<file path="src/rtl/out_port_alloc.sv">
// Output-port allocator for one router output.
// Picks one requesting input queue per cycle in round-robin order, but only
// while the downstream buffer has a free slot. The granted flit is registered
// toward the downstream queue. A credit counter tracks the free downstream
// slots. The optional macro OUT_PORT_ALLOC_STATS_EN adds two saturating
// 32-bit counters: flits written (flit_cnt) and cycles stalled for credits
// (stall_cnt).
module out_port_alloc #(
   parameter int P  = 7,
   parameter int FW = 64,
   parameter int B  = 4
) (
   input  logic              clk,
   input  logic              rst,
   input  logic [P-1:0]      req,
   input  logic [P*FW-1:0]   flit_in,
   output logic [P-1:0]      grant,
   output logic              flit_out_wr,
   output logic [FW-1:0]     flit_out,
   input  logic              credit_in,
   output logic [B:0]        credit_cnt,
   output logic              credit_err
`ifdef OUT_PORT_ALLOC_STATS_EN
   ,
   output logic [31:0]       flit_cnt,
   output logic [31:0]       stall_cnt
`endif
);

   localparam int PW = (P > 1) ? $clog2(P) : 1;
   localparam logic [B:0] FULL = {1'b1, {B{1'b0}}};

   logic [PW-1:0] ptr;
   logic [PW-1:0] grant_idx;
   logic [PW:0]   cand;
   logic          found;
   logic [FW-1:0] sel_flit;

   // Round-robin search starting at ptr; a grant is blocked while in reset,
   // when no credit is left, or when no input is requesting.
   always_comb begin
      grant     = '0;
      grant_idx = '0;
      found     = 1'b0;
      cand      = '0;
      if (!rst && (credit_cnt != '0) && (req != '0)) begin
         for (int i = 0; i < P; i++) begin
            cand = {1'b0, ptr} + (PW+1)'(i);
            if (cand >= (PW+1)'(P)) begin
               cand = cand - (PW+1)'(P);
            end
            if (!found && req[cand[PW-1:0]]) begin
               found     = 1'b1;
               grant_idx = cand[PW-1:0];
            end
         end
      end
      if (found) begin
         grant[grant_idx] = 1'b1;
      end
   end

   // Crossbar slice belonging to the granted input.
   always_comb begin
      sel_flit = flit_in[FW*int'(grant_idx) +: FW];
   end

   // Pointer, output flit register, credit counter and sticky credit error.
   always_ff @(posedge clk) begin
      if (rst) begin
         ptr         <= '0;
         flit_out    <= '0;
         flit_out_wr <= 1'b0;
         credit_cnt  <= FULL;
         credit_err  <= 1'b0;
      end else begin
         flit_out_wr <= found;
         if (found) begin
            flit_out <= sel_flit;
            ptr      <= (grant_idx == PW'(P-1)) ? '0 : grant_idx + 1'b1;
         end
         unique case ({found, credit_in})
            2'b10: credit_cnt <= credit_cnt - 1'b1;
            2'b01: begin
               if (credit_cnt == FULL) begin
                  credit_err <= 1'b1;
               end else begin
                  credit_cnt <= credit_cnt + 1'b1;
               end
            end
            default: ;
         endcase
      end
   end

`ifdef OUT_PORT_ALLOC_STATS_EN
   // Saturating counters for flits written downstream and cycles stalled on credit.
   always_ff @(posedge clk) begin
      if (rst) begin
         flit_cnt  <= '0;
         stall_cnt <= '0;
      end else begin
         if (flit_out_wr && (flit_cnt != '1)) begin
            flit_cnt <= flit_cnt + 1'b1;
         end
         if ((req != '0) && (credit_cnt == '0) && (stall_cnt != '1)) begin
            stall_cnt <= stall_cnt + 1'b1;
         end
      end
   end
`else
   // The statistics counters are not built in this configuration.
`endif

endmodule

</file>
<file path="config.mk">
export PLATFORM = sky130hd
export DESIGN_NAME = out_port_alloc
export DESIGN_NICKNAME = d
export VERILOG_FILES = /design/src/rtl/out_port_alloc.sv
export SDC_FILE = /design/constraint.sdc
export NUM_CORES = 1
export LEC_CHECK = 0
export CAP_MARGIN = 20
export CORE_AREA = 2 2 207 209
export DETAILED_ROUTE_END_ITERATION = 7
export DIE_AREA = 0 0 209 211
export DONT_BUFFER_PORTS = 1
export PLACE_DENSITY_LB_ADDON = 0.1
export SLEW_MARGIN = 20
export SYNTH_ARGS = -nofsm -noshare
export SYNTH_HDL_FRONTEND = slang
export SYNTH_SLANG_ARGS = --single-unit
export TNS_END_PERCENT = 100
</file>
<file path="constraint.sdc">
create_clock -name clk -period 4.6 [get_ports clk]
set_input_delay 0.92 -clock clk [delete_from_list [all_inputs] [get_ports clk]]
set_output_delay 0.92 -clock clk [all_outputs]
set_load 0.01 [all_outputs]
</file>
Word-level counts from Yosys, hierarchy flattened:

Index checks and enable logic that the tools add are counted.

* bits in registers: 74
* input bits: 458
* word-level logic and storage cells: 120

* add/subtract/negate cells: 16
* magnitude comparators: 16
* equal/unequal tests: 5
* shift-type cells: 1
* muxes and demuxes: 56
* reductions and logical operators: 21

Operator list (number)
* 448-bit by 10-bit indexed part select with 64-bit output: 1
* 3-bit two-way mux: 23
* 3-bit by 4-bit less-than comparator with 1-bit output (second input constant): 8
* 4-bit by 3-bit greater-or-equal comparator with 1-bit output (second input constant): 6
* 1-bit two-way mux: 22
* 1-bit binary-select mux with 3-bit select: 7
* 3-bit subtractor (second input constant): 7
* 3-bit by 3-bit adder with 4-bit output (second input constant): 3
* 5-bit one-hot mux with 2 select lines: 1
* 1-bit logical AND: 9
* 3-bit by 2-bit adder with 4-bit output (second input constant): 2
* 1-bit zero test: 7
* 7-bit two-way mux: 1
* 7-bit nonzero test: 1
* 5-bit by 1-bit adder with 5-bit output (second input constant): 1
* 5-bit == test (second input constant): 1
* 5-bit two-way mux: 1
* 5-bit nonzero test: 1
* 5-bit by 1-bit subtractor with 5-bit output (second input constant): 1
* 3-bit by 1-bit adder with 4-bit output (second input constant): 1
* 2-bit AND reduction: 2
* 3-bit by 1-bit adder with 3-bit output (second input constant): 1
* 1-bit demux with 3-bit select: 1
* 3-bit == test (second input constant): 1
* 6 further kinds: 6

Longest topological paths before layout:

Gate-level depths: netlist (run 1).

* word-level depth: 37
* gate-level depth with buffers: 22

Least setup slack after synthesis (run 1):

Ideal clock, no wire load.

* kind: flip-flop to flip-flop
* from: register ptr[0]
* to: register credit_cnt[4]
* setup time: 0.118 ns
* arrival: 4.871 ns
* required time: 4.482 ns
* path slack: -0.389 ns
* cell stages (with the launch flop): 21
* buffers on the path: 5
* cell sequence: dfxtp_1 -> buf_4 -> inv_2 -> ha_1 -> buf_2 -> xnor2_1 -> mux4_2 -> mux2i_4 -> nand4b_4 -> nor4_2 -> a21o_1 -> buf_2 -> buf_2 -> buf_2 -> nand2_1 -> fa_1 -> a21o_1 -> a21oi_1 -> mux2i_1 -> xnor2_1 -> nand2b_1

* word-level cells in the longest chain between the ends: 34

Ends and longest elaborated chain
* from (decl): RTL line 33 `logic [PW-1:0] ptr;`
* from (signal assigned): RTL line 80 `ptr <= (grant_idx == PW'(P-1)) ? '0 : grant_idx + 1'b1;`
* parallel branches: the longest is 29 deep, another holds 3-bit by 1-bit adder with 4-bit output
* 1-bit two-way mux (*): RTL line 52 `if (!found && req[cand[PW-1:0]]) begin`
* 1-bit two-way mux (*): RTL line 46 `if (!rst && (credit_cnt != '0) && (req != '0)) begin`
* 2-bit by 1-bit == test with 1-bit output / 2-bit == test (equally long branches): RTL line 82 `unique case ({found, credit_in})`
* 2-bit inequality test (no line) / 2-bit nonzero test (equally long branches)
* 2-bit AND reduction (no line)
* to (signal assigned): RTL line 83 `2'b10: credit_cnt <= credit_cnt - 1'b1;`
* to (signal assigned): RTL line 88 `credit_cnt <= credit_cnt + 1'b1;`
* to (decl): RTL line 21 `output logic [B:0] credit_cnt,`

Every way passes the cells marked *. The select of a mux whose other input is x is not followed.
A chain may end at the register's enable or synchronous reset.

Worst setup path after layout (run 1):

* from: register ptr[1]
* to: output port grant[4]

* word-level cells in the longest chain between the ends: 36

Ends and longest elaborated chain
* parallel branches: the longest is 35 deep, another holds 3-bit by 1-bit adder with 4-bit output
* 7-bit two-way mux (*): RTL line 58 `if (found) begin`
* to (decl): RTL line 17 `output logic [P-1:0] grant,`

Marked as above.

==> results of run 1 <==
## what timing repair did
| action | CTS | global route |
|---|---|---|
| gates resized for setup | 64 | 24 |
| hold buffers | 0 | 0 |
| endpoints found under the hold margin | 0 | 0 |
| gates cloned | 0 | 0 |
| pin swaps | 15 | 18 |
| setup endpoints to repair | 12 | 25 |
| buffers inserted | 19 | 13 |
## layer usage
layer | wire (um) | share of wire
met3 | 3020 | 0.068
met1 | 18000 | 0.40
met2 | 22700 | 0.51
met5 | 27 | 0.00061
met4 | 839 | 0.019
## cell type report
| class | count | area, sq um | share of cell area |
|---|---|---|---|
| Antenna cell | 6 | 15.0 | 0.00145 |
| Clock buffer | 9 | 225 | 0.0217 |
| Clock inverter | 7 | 58.8 | 0.00567 |
| Inverter | 17 | 81.3 | 0.00784 |
| Multi-Input combinational cell | 859 | 6720 | 0.648 |
| Sequential cell | 74 | 1490 | 0.144 |
| Tap cell | 539 | 674 | 0.0650 |
| Timing Repair Buffer | 125 | 1100 | 0.106 |
## placed cells by master, fill, tap and decap left out, types with 4 or more instances in the layout
cell	count
nand2_1	159
o21ai_1	17
diode_2	6
a22oi_1	18
ha_4	6
buf_4	109
mux2_1	4
nor3_1	50
nand3_1	8
nor2_1	104
o211a_1	23
a311oi_2	39
clkbuf_16	9
a211o_1	4
a211oi_1	4
o221ai_1	43
inv_1	10
nand2b_1	11
xnor2_1	10
o21ai_2	4
mux2i_1	18
a21o_1	4
buf_6	4
a311oi_1	26
o21ai_0	12
ha_1	6
buf_12	11
a21oi_1	15
a22oi_2	26
a31oi_1	25
dfxtp_1	71
or3_1	41
mux2_2	86
## worst min-delay path by stage
| stage | depth (start not counted) | startpoint | to | slack [ns] |
|---|---|---|---|---|
| after CTS | 1 | rst | ptr[0] | 0.58 |
| after detailed placement | 2 | flit_out[62] | flit_out[62] | 0.57 |
| final | 2 | flit_out[6] | flit_out[6] | 0.58 |
| after global routing | 2 | flit_out[8] | flit_out[8] | 0.60 |
| after floorplan | 2 | credit_err | credit_err | 0.51 |
| after global placement | 2 | credit_cnt[2] | credit_cnt[2] | 0.56 |
## where the power goes
group / internal (mW) / total (mW) / switching [mW]
clock network: 0.374 / 0.732 / 0.359
registers: 0.947 / 1.40 / 0.455
logic: 4.04 / 9.41 / 5.37
## worst max-delay path, cell delays in order, from the launching register on
cell and delay (ns):
dfxtp_4 0.41, inv_4 0.06, buf_4 0.16, ha_4 0.33, xnor2_4 0.14, mux4_2 0.55, mux2i_4 0.26, nand4b_4 0.19
nor4_4 0.25, o21ai_1 0.12, a221o_1 0.41, buf_6 0.16, a21oi_4 0.16, and3_4 0.24
## cell families after synthesis
logic type	after synthesis
AO/OA/AOI/OAI	307
XOR/XNOR	14
adder cells (fa/ha/maj)	17
buffers and inverters	130
flip-flops	74
multiplexers	115
AND/OR/NAND/NOR	406
## per-stage QoR
step,hold WS (ns),power (mW),utilization
final,0.576,11.5,0.248
after floorplan,0.511,7.49,-
after global routing,0.604,12.4,0.248
after CTS,0.576,11.5,0.243
after global placement,0.560,10.3,0.227
after detailed placement,0.567,10.3,0.227
## state kept, by name (all words and copies together) (netlist names)
name         cells
credit_cnt       5
flit_out_wr      1
ptr              3
credit_err       1
flit_out        64
==> results by group, run 1 <==
Setup path
  • Critical path fanouts, max: 6
  • Crit Path Category: flop to output port
  • Worst reg-to-reg setup slack: 0.23 ns
  • Capture point of the worst path: grant[4]
  • Worst EP arrival: 3.82 ns
  • Worst reg2reg path endpoint: flit_out[51]
  • Worst Reg-to-Reg Cells: 17
  • CP Capture Type: output port
  • CP Launch Type: flop
  • Worst r2r src: ptr[1]
  • Worst setup path startpoint: ptr[1]
  • Required @ worst endpoint: 3.68 ns

Detailed routing
  • DR iter-0 viols: 508
  • Routed length per instance: roughly 27 um
  • Drt drc: 0
  • First-pass iteration count of the detailed router: 5
  • Vias: 8697
  • ANT nets after route: 0
  • Routed WL: 44.6 mm
  • Vias/cell: 5.32

Layout
  • Final instance area: 0.0104 sq mm
  • Final net count: 1561
  • Area grow syn2layout: 21.3%
  • Layout cell share with drive strength beyond 1: 0.343
  • Finished Layout Cells: between 1500 and 2000
  • Fill cells: 4600

Yosys
  • Post-synthesis xor/xnor area fraction: 0.0152
  • Mean post-synth cell area: 8.04 sq um
  • Post-synthesis compound-gate area fraction: 0.329
  • Number of synthesized flops with an enable pin: 0
  • Main flop type after synthesis: dfxtp_1
  • Synth area leaders: dfxtp_1 (17%), mux2_2 (11%), nand2_1 (7.1%)
  • Mapped Cells: roughly 1100
  • Asr flop ratio synth: 0
  • Multiplexer area fraction after synthesis: 0.154
  • #FFs+latches synth: 74
  • Synth area leader: dfxtp_1
  • Distinct cell type count after synthesis: 83
  • Simple-gate portion of the synthesized area: 0.217
  • Syn Std Cell Area: 0.00855 sq mm
  • Count leader, synth: nand2_1
  • Adder-cell share of the synthesized area: 0.0266
  • Seq/Total Area, Yosys: 0.173
  • Share of the synthesized area in the top cell type: 0.173
  • Top cells by count, synth: nand2_1 (161), nor2_1 (105), mux2_2 (86)
  • Synth Warn #: 0
  • Synth Net Count: around 1500
  • Largest family of logic cells by synthesized area: compound AO/OA/AOI/OAI gates

Clock network
  • CTS tree: built
  • Clock tree sinks: 74
  • Max H-tree Level: 3
  • CTS Buf Count: 9
  • Clk slew on worst S/H paths: 0.07 ns
  • Clock buffer depth: 2
  • Clock root cell: clkbuf_16
  • Worst-Skew Late Latency: about 0.37 ns

Global route
  • Vias in the first global route: 8807
  • GR Overflow Total: 0
  • Pin count of the biggest net entering global routing: 92
  • GRT busiest layer: met2
  • GR met1 Demand/Resource: 0.231
  • Total GRT Usage: 0.193
  • Met2 usage: 0.339
  • First-pass GRT wire length: 62.0 mm
  • GR Util met3: 0.0482
  • Initial antenna violation count: 10

STA
  • Period minus WS final: 4.74 ns
  • Worst-Margin Slew: 0.689 ns
  • Rel. slew slack: 0.540
  • Achievable Freq: 211 MHz
  • Setup ws final: -0.138 ns
  • Period utilization: 1.03
  • RSZ-0062 raised after global routing: yes
  • Max-slew violations: 0
  • Final setup viols: 6
  • Final Hold Viols: 0
  • Setup Skew: 0.0138 ns
  • Setup tns final: -0.555 ns

Power and ir drop
  • Leakage: 3.74 nW
  • VDD IR-drop max: 0.000353 V
  • Power Density: 1110 mW/mm^2

Run status
  • Outcome: finished with violations
  • Violated checks: setup timing

Run
  • Max Cap Viol: 0

Placed design
  • I/O Buffers: 0
  • Final Wtd Congestion: just over 0.8
  • Post-placement cell count: 1584
  • Setup WS pre-CTS: -0.0202 ns
  • Placed instance area: 0.00949 sq mm
  • HPWL Detailed: 34.5 mm

Floorplan
  • Effective utilization at floorplan: 0.205
  • Die Y: roughly 210 um
  • Site Rows: 75
  • Core area: 0.0418 sq mm
  • Chip width: about 210 um
  • IO Count: 536
  • Die area: ~0.044 sq mm

Hold path
  • Worst Hold Class: flop to flop
No activity file was read; power rests on OpenSTA's default activity.
==> run 2: changes to the inputs <==
- clock period: 4.6 -> 4.7 ns (I/O delays scaled with it)
==> results by group, run 2 (synthesized netlist as in run 1, its figures left out) <==
Setup path
  • Worst r2r src: ptr[0]
  • Critical path fanouts, max: 7
  • Worst EP arrival: 3.74 ns
  • Crit Path Category: flop to output port
  • CP Launch Type: flop
  • CP Capture Type: output port
  • Worst setup path startpoint: ptr[0]
  • Required @ worst endpoint: 3.76 ns

Placed design
  • Final Wtd Congestion: 0.801
  • I/O Buffers: 0
  • HPWL Detailed: 34.1 mm
  • Setup WS pre-CTS: -0.0278 ns

Floorplan
  • Die area: between 0.04 and 0.05 sq mm
  • IO Count: 536
  • Effective utilization at floorplan: 0.205
  • Site Rows: 75
  • Die Y: ~210 um
  • Core area: 0.0418 sq mm
  • Chip width: 209 um

Global route
  • Total GRT Usage: 0.192
  • Initial antenna violation count: 14
  • First-pass GRT wire length: about 62 mm
  • Pin count of the biggest net entering global routing: 75
  • Vias in the first global route: roughly 9000
  • GR Overflow Total: 0

Clock network
  • CTS tree: built
  • Clk slew on worst S/H paths: 0.07 ns
  • CTS Buf Count: 9
  • Worst-Skew Late Latency: around 0.37 ns
  • Clock tree sinks: 74
  • Max H-tree Level: 3
  • Clock buffer depth: 2
  • Hold Buf Count CTS: 0
  • Clock root cell: clkbuf_16

Layout
  • Top Registers: flit_out: 64 flops, credit_cnt: 5 flops, ptr: 3 flops
  • Most common cell after layout, fill and taps aside: nand2_1
  • Most frequent cells in the layout: nand2_1 (158), nor2_1 (103), buf_4 (89)
  • Util after Layout: 0.247
  • Area grow syn2layout: 20.8%
  • Final net count: roughly 1500
  • Biggest register: flit_out
  • Max reg flops: 64
  • Layout cell share with drive strength beyond 1: 0.336

STA
  • Setup Skew: 0.0130 ns
  • Achievable Freq: 213 MHz
  • Final Hold Viols: 0
  • Final setup viols: 0
  • Period minus WS final: approximately 4.7 ns
  • Max-slew violations: 0
  • RSZ-0062 raised after global routing: yes
  • Setup ws final: approximately 0.016 ns
  • Period utilization: 0.997
  • Worst-Margin Slew: 0.584 ns
  • Rel. slew slack: 0.610

Detailed routing
  • First-pass iteration count of the detailed router: 6
  • ANT nets after route: 0
  • Routed length per instance: ~27 um
  • Drt drc: 0
  • Routed WL: about 44 mm
  • DR iter-0 viols: 440
  • Vias: about 8700
  • Vias/cell: 5.39

Run
  • Max Cap Viol: 0

Hold path
  • Worst Hold Class: flop to flop
  • HP Start: credit_err

Power and ir drop
  • Power Density: 1080 mW/mm^2
  • VDD IR-drop max: roughly 0.00045 V
  • Leakage: 3.71 nW

Run status
  • Outcome: finished clean
## run 2: cell types whose count changed in the layout (fill, tap and decap cells not counted), moves of 3 or more
cell	delta
buf_4	-20
clkbuf_8	+3
xnor2_2	+3
clkinvlp_4	-3
buf_6	+4
inv_2	+3
o21ai_4	+3
o21ai_2	-3
mux2_2	-3
## run 2: timing repair
action | CTS | global route
setup buffers | 9 | 15
pin swaps | 16 | 18
resized for setup | 72 | 30
endpoints found under the setup margin | 34 | 7
endpoints found under the hold margin | 0 | 0
## run 2: critical path: stages, from the launching register on
cell and delay [ns]:
dfxtp_4 0.44, inv_2 0.12, ha_4 0.33, buf_6 0.15
mux2_2 0.35, o22ai_1 0.18, a211oi_2 0.07, nand3_1 0.10
buf_4 0.14, nand4b_4 0.17, nor4_4 0.32, o21ai_1 0.10
a221o_2 0.41, buf_6 0.15, nor3_4 0.21, buf_12 0.14
## run 2: worst paths after layout
check                           slack [ns]  cells after the start            to
worst max-delay path                  0.02                     15      grant[6]
worst min-delay path                  0.55                      2    credit_err
worst max register to register        0.30                     19  flit_out[34]
worst min register to register        0.55                      2    credit_err
## run 2: where the power goes
part | switching (mW) | total [mW] | internal (mW)
registers | 0.440 | 1.37 | 0.925
logic | 5.17 | 8.96 | 3.79
clock network | 0.325 | 0.780 | 0.455
total | 5.93 | 11.1 | 5.17
## run 2: area by class of cell
| cell class | count | area [sq um] |
|---|---|---|
| fill | 4609 | 31400 |
| multi-input combinational | 859 | 6770 |
| clock buffer | 12 | 267 |
| sequential | 74 | 1490 |
| inverter | 17 | 73.8 |
| timing repair buffer | 109 | 988 |
| antenna | 4 | 10.0 |
| tap | 539 | 674 |
| clock inverter | 4 | 48.8 |
## run 2: metal layers
layer	track usage	wire, um	share of wire
met5	0	41	0.00092
met4	0.0616	1180	0.027
met3	0.0461	2830	0.064
met2	0.350	22900	0.52
met1	0.221	17400	0.39
## run 2: through the flow
step | TNS (ns) | instances | instance area, sq um | total power, mW | hold WS, ns
CTS | -0.0277 | 1599 | 10000 | 11.0 | 0.561
finish | 0 | 1618 | 10300 | 11.1 | 0.555
detailed placement | -0.147 | 1575 | 9390 | 9.86 | 0.544
global placement | 0 | 1575 | 9390 | 9.87 | 0.538
global route | -0.809 | 1617 | 10300 | 12.0 | 0.579
floorplan | -0.00190 | 1063 | 8570 | 7.31 | 0.511
==> run 3: changes to the inputs <==
- SLEW_MARGIN: 20 -> not set
==> results of run 3 <==
No change in the layout: final DEF, timing and power equal those of run 2.
